File: src/rtl/alu_pkg.sv
// Shared definitions for the add/subtract pipeline.
// Holds op encodings, the status-flag bundle and WIDTH-dependent limit constants.
// Limit helpers return MAX_W-bit values; callers truncate to their own WIDTH.
package alu_pkg;

  localparam logic OP_ADD = 1'b0;
  localparam logic OP_SUB = 1'b1;

  // Widest operand the limit helpers can describe.
  localparam int MAX_W = 64;

  typedef struct packed {
    logic ovf;
    logic carry;
    logic zero;
    logic neg;
  } flags_t;

  localparam int FLAGS_W = $bits(flags_t);

  // All-ones in the low w bits.
  function automatic logic [MAX_W-1:0] umax_of(input int w);
    return (w >= MAX_W) ? {MAX_W{1'b1}} : ((MAX_W'(1) << w) - MAX_W'(1));
  endfunction

  function automatic logic [MAX_W-1:0] umin_of(input int w);
    return (w > 0) ? {MAX_W{1'b0}} : {MAX_W{1'b0}};
  endfunction

  // 0111..1 in the low w bits.
  function automatic logic [MAX_W-1:0] smax_of(input int w);
    return (MAX_W'(1) << (w - 1)) - MAX_W'(1);
  endfunction

  // 1000..0 in the low w bits.
  function automatic logic [MAX_W-1:0] smin_of(input int w);
    return MAX_W'(1) << (w - 1);
  endfunction

endpackage

File: src/rtl/pipe_stage.sv
// Elastic register stage: one W-bit payload slot with valid/ready.
// Ports: clk/rst, upstream in_valid/in_ready/in_data, downstream out_valid/out_ready/out_data.
// in_ready is combinational (empty, or the held beat leaves this cycle).
// Payload only loads on an accepted beat, so outputs hold still while stalled.
module pipe_stage #(
  parameter int W = 8
) (
  input  logic         clk,
  input  logic         rst,
  input  logic         in_valid,
  output logic         in_ready,
  input  logic [W-1:0] in_data,
  output logic         out_valid,
  input  logic         out_ready,
  output logic [W-1:0] out_data
);

  logic         valid;
  logic [W-1:0] data;

  assign in_ready  = !valid || out_ready;
  assign out_valid = valid;
  assign out_data  = data;

  always_ff @(posedge clk) begin
    if (rst) begin
      valid <= 1'b0;
      data  <= '0;
    end else if (in_ready) begin
      valid <= in_valid;
      if (in_valid) begin
        data <= in_data;
      end
    end
  end

endmodule

File: src/rtl/addsub_pipe.sv
// Add/subtract unit with optional saturation, status flags and a valid/ready pipeline.
// Ports: clk/rst, input beat (in_valid/in_ready, in_a, in_b, in_op, in_signed, in_sat),
//        output beat (out_valid/out_ready, out_result, out_ovf, out_carry, out_zero, out_neg).
// Arithmetic is combinational ahead of the first register; the remaining LATENCY-1
// stages only carry {result, flags}. WIDTH must lie in 4..alu_pkg::MAX_W.
module addsub_pipe
  import alu_pkg::*;
#(
  parameter int WIDTH   = 32,
  parameter int LATENCY = 2
) (
  input  logic             clk,
  input  logic             rst,
  input  logic             in_valid,
  output logic             in_ready,
  input  logic [WIDTH-1:0] in_a,
  input  logic [WIDTH-1:0] in_b,
  input  logic             in_op,
  input  logic             in_signed,
  input  logic             in_sat,
  output logic             out_valid,
  input  logic             out_ready,
  output logic [WIDTH-1:0] out_result,
  output logic             out_ovf,
  output logic             out_carry,
  output logic             out_zero,
  output logic             out_neg
);

  localparam int PW = WIDTH + FLAGS_W;

  localparam logic [WIDTH-1:0] UMAX = WIDTH'(umax_of(WIDTH));
  localparam logic [WIDTH-1:0] UMIN = WIDTH'(umin_of(WIDTH));
  localparam logic [WIDTH-1:0] SMAX = WIDTH'(smax_of(WIDTH));
  localparam logic [WIDTH-1:0] SMIN = WIDTH'(smin_of(WIDTH));

  logic [WIDTH-1:0] b_eff;
  logic [WIDTH:0]   sum;
  logic             carry;
  logic             ovf_signed;
  logic [WIDTH-1:0] result;
  flags_t           flags;
  logic [PW-1:0]    payload;

  // Subtraction is A + ~B + 1; the extra sum bit is carry-out, inverted to become borrow.
  always_comb begin
    b_eff      = (in_op == OP_SUB) ? ~in_b : in_b;
    sum        = {1'b0, in_a} + {1'b0, b_eff} + {{WIDTH{1'b0}}, in_op};
    carry      = (in_op == OP_SUB) ? ~sum[WIDTH] : sum[WIDTH];
    // Like-signed addends producing a result of the other sign.
    ovf_signed = (in_a[WIDTH-1] == b_eff[WIDTH-1]) && (sum[WIDTH-1] != in_a[WIDTH-1]);

    flags.ovf   = in_signed ? ovf_signed : carry;
    flags.carry = carry;

    result = sum[WIDTH-1:0];
    if (in_sat && flags.ovf) begin
      if (in_signed) begin
        // A signed overflow always goes in A's direction.
        result = in_a[WIDTH-1] ? SMIN : SMAX;
      end else begin
        result = (in_op == OP_SUB) ? UMIN : UMAX;
      end
    end

    flags.zero = (result == '0);
    flags.neg  = in_signed & result[WIDTH-1];
  end

  assign payload = {result, flags};

  // Stage k takes its input from stage k-1 (or the arithmetic) and its ready
  // from stage k+1 (or out_ready).
  for (genvar k = 0; k < LATENCY; k++) begin : g_stage
    logic          prev_valid;
    logic [PW-1:0] prev_data;
    logic          up_ready;
    logic          valid;
    logic [PW-1:0] data;
    logic          next_ready;

    if (k == 0) begin : g_head
      assign prev_valid = in_valid;
      assign prev_data  = payload;
    end else begin : g_link
      assign prev_valid = g_stage[k-1].valid;
      assign prev_data  = g_stage[k-1].data;
    end

    if (k == LATENCY - 1) begin : g_tail
      assign next_ready = out_ready;
    end else begin : g_chain
      assign next_ready = g_stage[k+1].up_ready;
    end

    pipe_stage #(.W(PW)) u_stage (
      .clk       (clk),
      .rst       (rst),
      .in_valid  (prev_valid),
      .in_ready  (up_ready),
      .in_data   (prev_data),
      .out_valid (valid),
      .out_ready (next_ready),
      .out_data  (data)
    );
  end

  flags_t out_flags;

  assign in_ready   = g_stage[0].up_ready;
  assign out_valid  = g_stage[LATENCY-1].valid;
  assign out_result = g_stage[LATENCY-1].data[PW-1:FLAGS_W];
  assign out_flags  = flags_t'(g_stage[LATENCY-1].data[FLAGS_W-1:0]);
  assign out_ovf    = out_flags.ovf;
  assign out_carry  = out_flags.carry;
  assign out_zero   = out_flags.zero;
  assign out_neg    = out_flags.neg;

endmodule

File: config.mk
export PLATFORM = sky130hd
export DESIGN_NAME = addsub_pipe
export DESIGN_NICKNAME = d
export VERILOG_FILES = /design/src/rtl/alu_pkg.sv /design/src/rtl/pipe_stage.sv /design/src/rtl/addsub_pipe.sv
export SDC_FILE = /design/constraint.sdc
export NUM_CORES = 1
export LEC_CHECK = 0
export CAP_MARGIN = 20
export CORE_ASPECT_RATIO = 1.1
export CORE_MARGIN = 2
export CORE_UTILIZATION = 45
export CTS_BUF_LIST = sky130_fd_sc_hd__clkbuf_4 sky130_fd_sc_hd__clkbuf_8
export DETAILED_ROUTE_END_ITERATION = 7
export PLACE_DENSITY = 0.79
export SYNTH_ARGS = -nofsm -noshare
export SYNTH_HDL_FRONTEND = slang
export SYNTH_SLANG_ARGS = --single-unit
File: constraint.sdc
create_clock -name clk -period 5.95 [get_ports clk]
set_clock_uncertainty 0.1 [all_clocks]
set_input_delay 0.8925 -clock clk [delete_from_list [all_inputs] [get_ports clk]]
set_output_delay 0.8925 -clock clk [all_outputs]
set_load 0.02 [all_outputs]
==> flow_summary.json <==
{
  "grt_pass1_vias": 4905,
  "ys_ff_latch": 74,
  "dieArea_mm2": 0.01304,
  "synthCells": 721,
  "io_buffers": 108,
  "setup_viol": 0,
  "diodes": 0,
  "ys.flop_type": "dfxtp_1",
  "grt_pass1_wl_mm": 22.97,
  "drive_gt1_frac": 0.05452,
  "p_per_area_mw_per_mm2": 250.3,
  "critPathKind": "input pin to flop",
  "rows": 42,
  "drtAntennaViolNets": 0,
  "wl_met2_mm": 6.620,
  "critPathArrivalTime_ns": 5.21,
  "clk_pin_slew_ns": 0.08,
  "cp_max_fo": 28,
  "dp_hpwl_mm": 10.78,
  "ys_warn_count": 0,
  "dp_slack_ns": 0.5554,
  "fin_crit_ns": 5.046,
  "cts_buffers": 9,
  "routed_wl_mm": 14.12,
  "synthArstFlopShare": 0,
  "cts_tree": "yes",
  "die_h_um": 119.6,
  "fin_tns_setup_ns": 0,
  "ir_drop_mv": 0.1441,
  "insertion_delay_ns": 0.34,
  "required_ns": 6.11,
  "tightest_slew_ns": 0.9445,
  "hp-class": "flop to flop",
  "clockRootBuffer": "clkbuf_8",
  "synth.distinct_cells": 73,
  "ios": 109,
  "start_kind": "input pin",
  "drt_iter0_markers": 360,
  "drc_errors": 0,
  "synth_fp_nets": 825,
  "drt-met1-wl_mm": 6.478,
  "cap_violations": 0,
  "synth.largest_area_cell": "dfxtp_1",
  "synth_area_leaders": "dfxtp_1 27%, ha_1 7.3%, nand2_1 6.9%, a21oi_1 6.7%, xor2_1 6.1%",
  "grt_max_degree": 78,
  "status": "complete, no violations",
  "postCtsSetupRepairBufs": 0,
  "core-area_mm2": 0.01193,
  "cts.sinks": 74,
  "syn2layout_area_growth_pct": 25.50,
  "fill_cells": 1115,
  "finalNetCount": 906,
  "wl_per_cell_um": 14.69,
  "cts_resized": 0,
  "start_util": 0.4581,
  "hold_viol_final": 0,
  "gp_congestion": 0.9428,
  "drv_slew": 0,
  "synth-seq-area-share": 0.2711,
  "setup_slack_ns": 0.9043,
  "routed-via-count": 5502,
  "endpoint_kind": "flop",
  "cts_max_path_buffers": 2,
  "final.period_utilization": 0.8480,
  "synth_top_area_frac": 0.2711,
  "slew_headroom": 0.3703,
  "register_area_mm2": 0.001481,
  "dieWidth_um": 109.1,
  "maxUsedRoutingLayer": "met4",
  "vias_per_cell": 5.725,
  "drt_pass1_iterations": 7,
  "cts_hold_buf": 0,
  "grt-ovfl-total": 0,
  "syn_area_per_cell_um2": 7.580,
  "grt_usage": 0.2144,
  "antenna_found_initial": 0,
  "synth_edf_count": 0,
  "p_leak_nw": 2.634,
  "multi_input_area_mm2": 0.003726,
  "rsz0062_at_grt": "no",
  "synth.cell_area_mm2": 0.005465,
  "wl_met3_um": 730,
  "htreeDepth": 3,
  "max_freq_ghz": 0.1982
}
[final timing paths]
check	startpoint	endpoint	cells after the start	slack, ns
hold reg to reg	g_stage[0].u_stage.out_data[3]	g_stage[1].u_stage.out_data[3]	2	0.35
setup / recovery	in_op	g_stage[0].u_stage.out_data[24]	14	0.90
hold / removal	g_stage[0].u_stage.out_data[3]	g_stage[1].u_stage.out_data[3]	2	0.35
setup reg to reg	g_stage[1].u_stage.out_valid	g_stage[0].u_stage.out_data[4]	6	3.73
[worst max-delay path, stage by stage]
cell       delay (ns)
buf_2            0.46
buf_4            0.39
xor2_1           0.11
ha_1             0.42
nand2_1          0.08
o21ai_1          0.39
a2111oi_0        0.20
o32ai_1          0.31
a21oi_1          0.07
o21bai_1         0.31
mux2i_1          0.33
o21a_1           0.78
o21ba_1          0.24
a211oi_1         0.21
[synthesized netlist by cell type (6+ instances only)]
library cell  instances
nand2_1             100
nor2_1               78
dfxtp_1              74
a21oi_1              73
xor2_1               38
clkbuf_1             35
nor3_1               33
a211oi_1             32
ha_1                 32
a21o_1               20
xnor2_1              16
inv_1                13
nand3_1              13
o21ai_0              12
nand4_1               9
a31oi_1               7
buf_2                 7
nor4_1                7
and2_1                6
o21a_1                6
[registers in the layout (all words and copies together) (netlist names)]
register	count
g_stage.u_stage.out_valid	2
g_stage.u_stage.out_data	72
[final cells by class]
class                           instances  area share
Inverter                               13    0.007114
Timing Repair Buffer                  117      0.1689
Tap cell                              154     0.02809
Sequential cell                        74      0.2160
Clock buffer                           11     0.02207
Clock inverter                          5     0.01459
Multi-Input combinational cell        587      0.5432
[through the flow]
stage | power, mW | util | std cells | hold slack [ns] | instance area [µm²]
3_5_place_dp | 1.238 | 0.5516 | 944 | 0.3469 | 6580
5_1_grt | 1.809 | 0.5750 | 961 | 0.3702 | 6859
3_3_place_gp | 1.234 | 0.5516 | 944 | 0.3419 | 6580
4_1_cts | 1.714 | 0.5727 | 960 | 0.3556 | 6832
2_1_floorplan | 1.046 | - | 721 | 0.3320 | 5465
6_report | 1.717 | 0.5750 | 961 | 0.3458 | 6859
[cell families after synthesis]
kind of cell | share of synthesized area
compound gates | 0.2637
xor+xnor | 0.08654
fa+ha+maj | 0.07692
buf+inv | 0.04762
flops | 0.2711
mux | 0.01625
simple gates | 0.2379
[where the power goes]
part / internal (mW) / total, mW / switching [mW]
logic: 0.292 / 0.682 / 0.390
registers: 0.536 / 0.558 / 0.0219
clock network: 0.300 / 0.477 / 0.177
[routing by layer]
layer	track usage	vias to the layer above
met1	0.2921	2509
met2	0.3509	196
met4	0.07372	0
met3	0.02118	26
met5	0	-
li1	-	2771
[placed cells by master, fill, tap and decap left out, drive strengths merged, types with 6 or more instances in the layout]
cell / count
o21a: 6
dfxtp: 74
a21oi: 74
xnor2: 16
ha: 32
buf: 11
a211oi: 33
nor2: 78
nand2: 100
and2: 7
nor4: 7
clkdlybuf4s50: 106
clkbuf: 11
inv: 13
a31oi: 7
a21o: 20
xor2: 38
nand3: 13
o21ai: 14
nand4: 9
nor3: 33
Note: power is estimated with default switching activity, not from simulation.
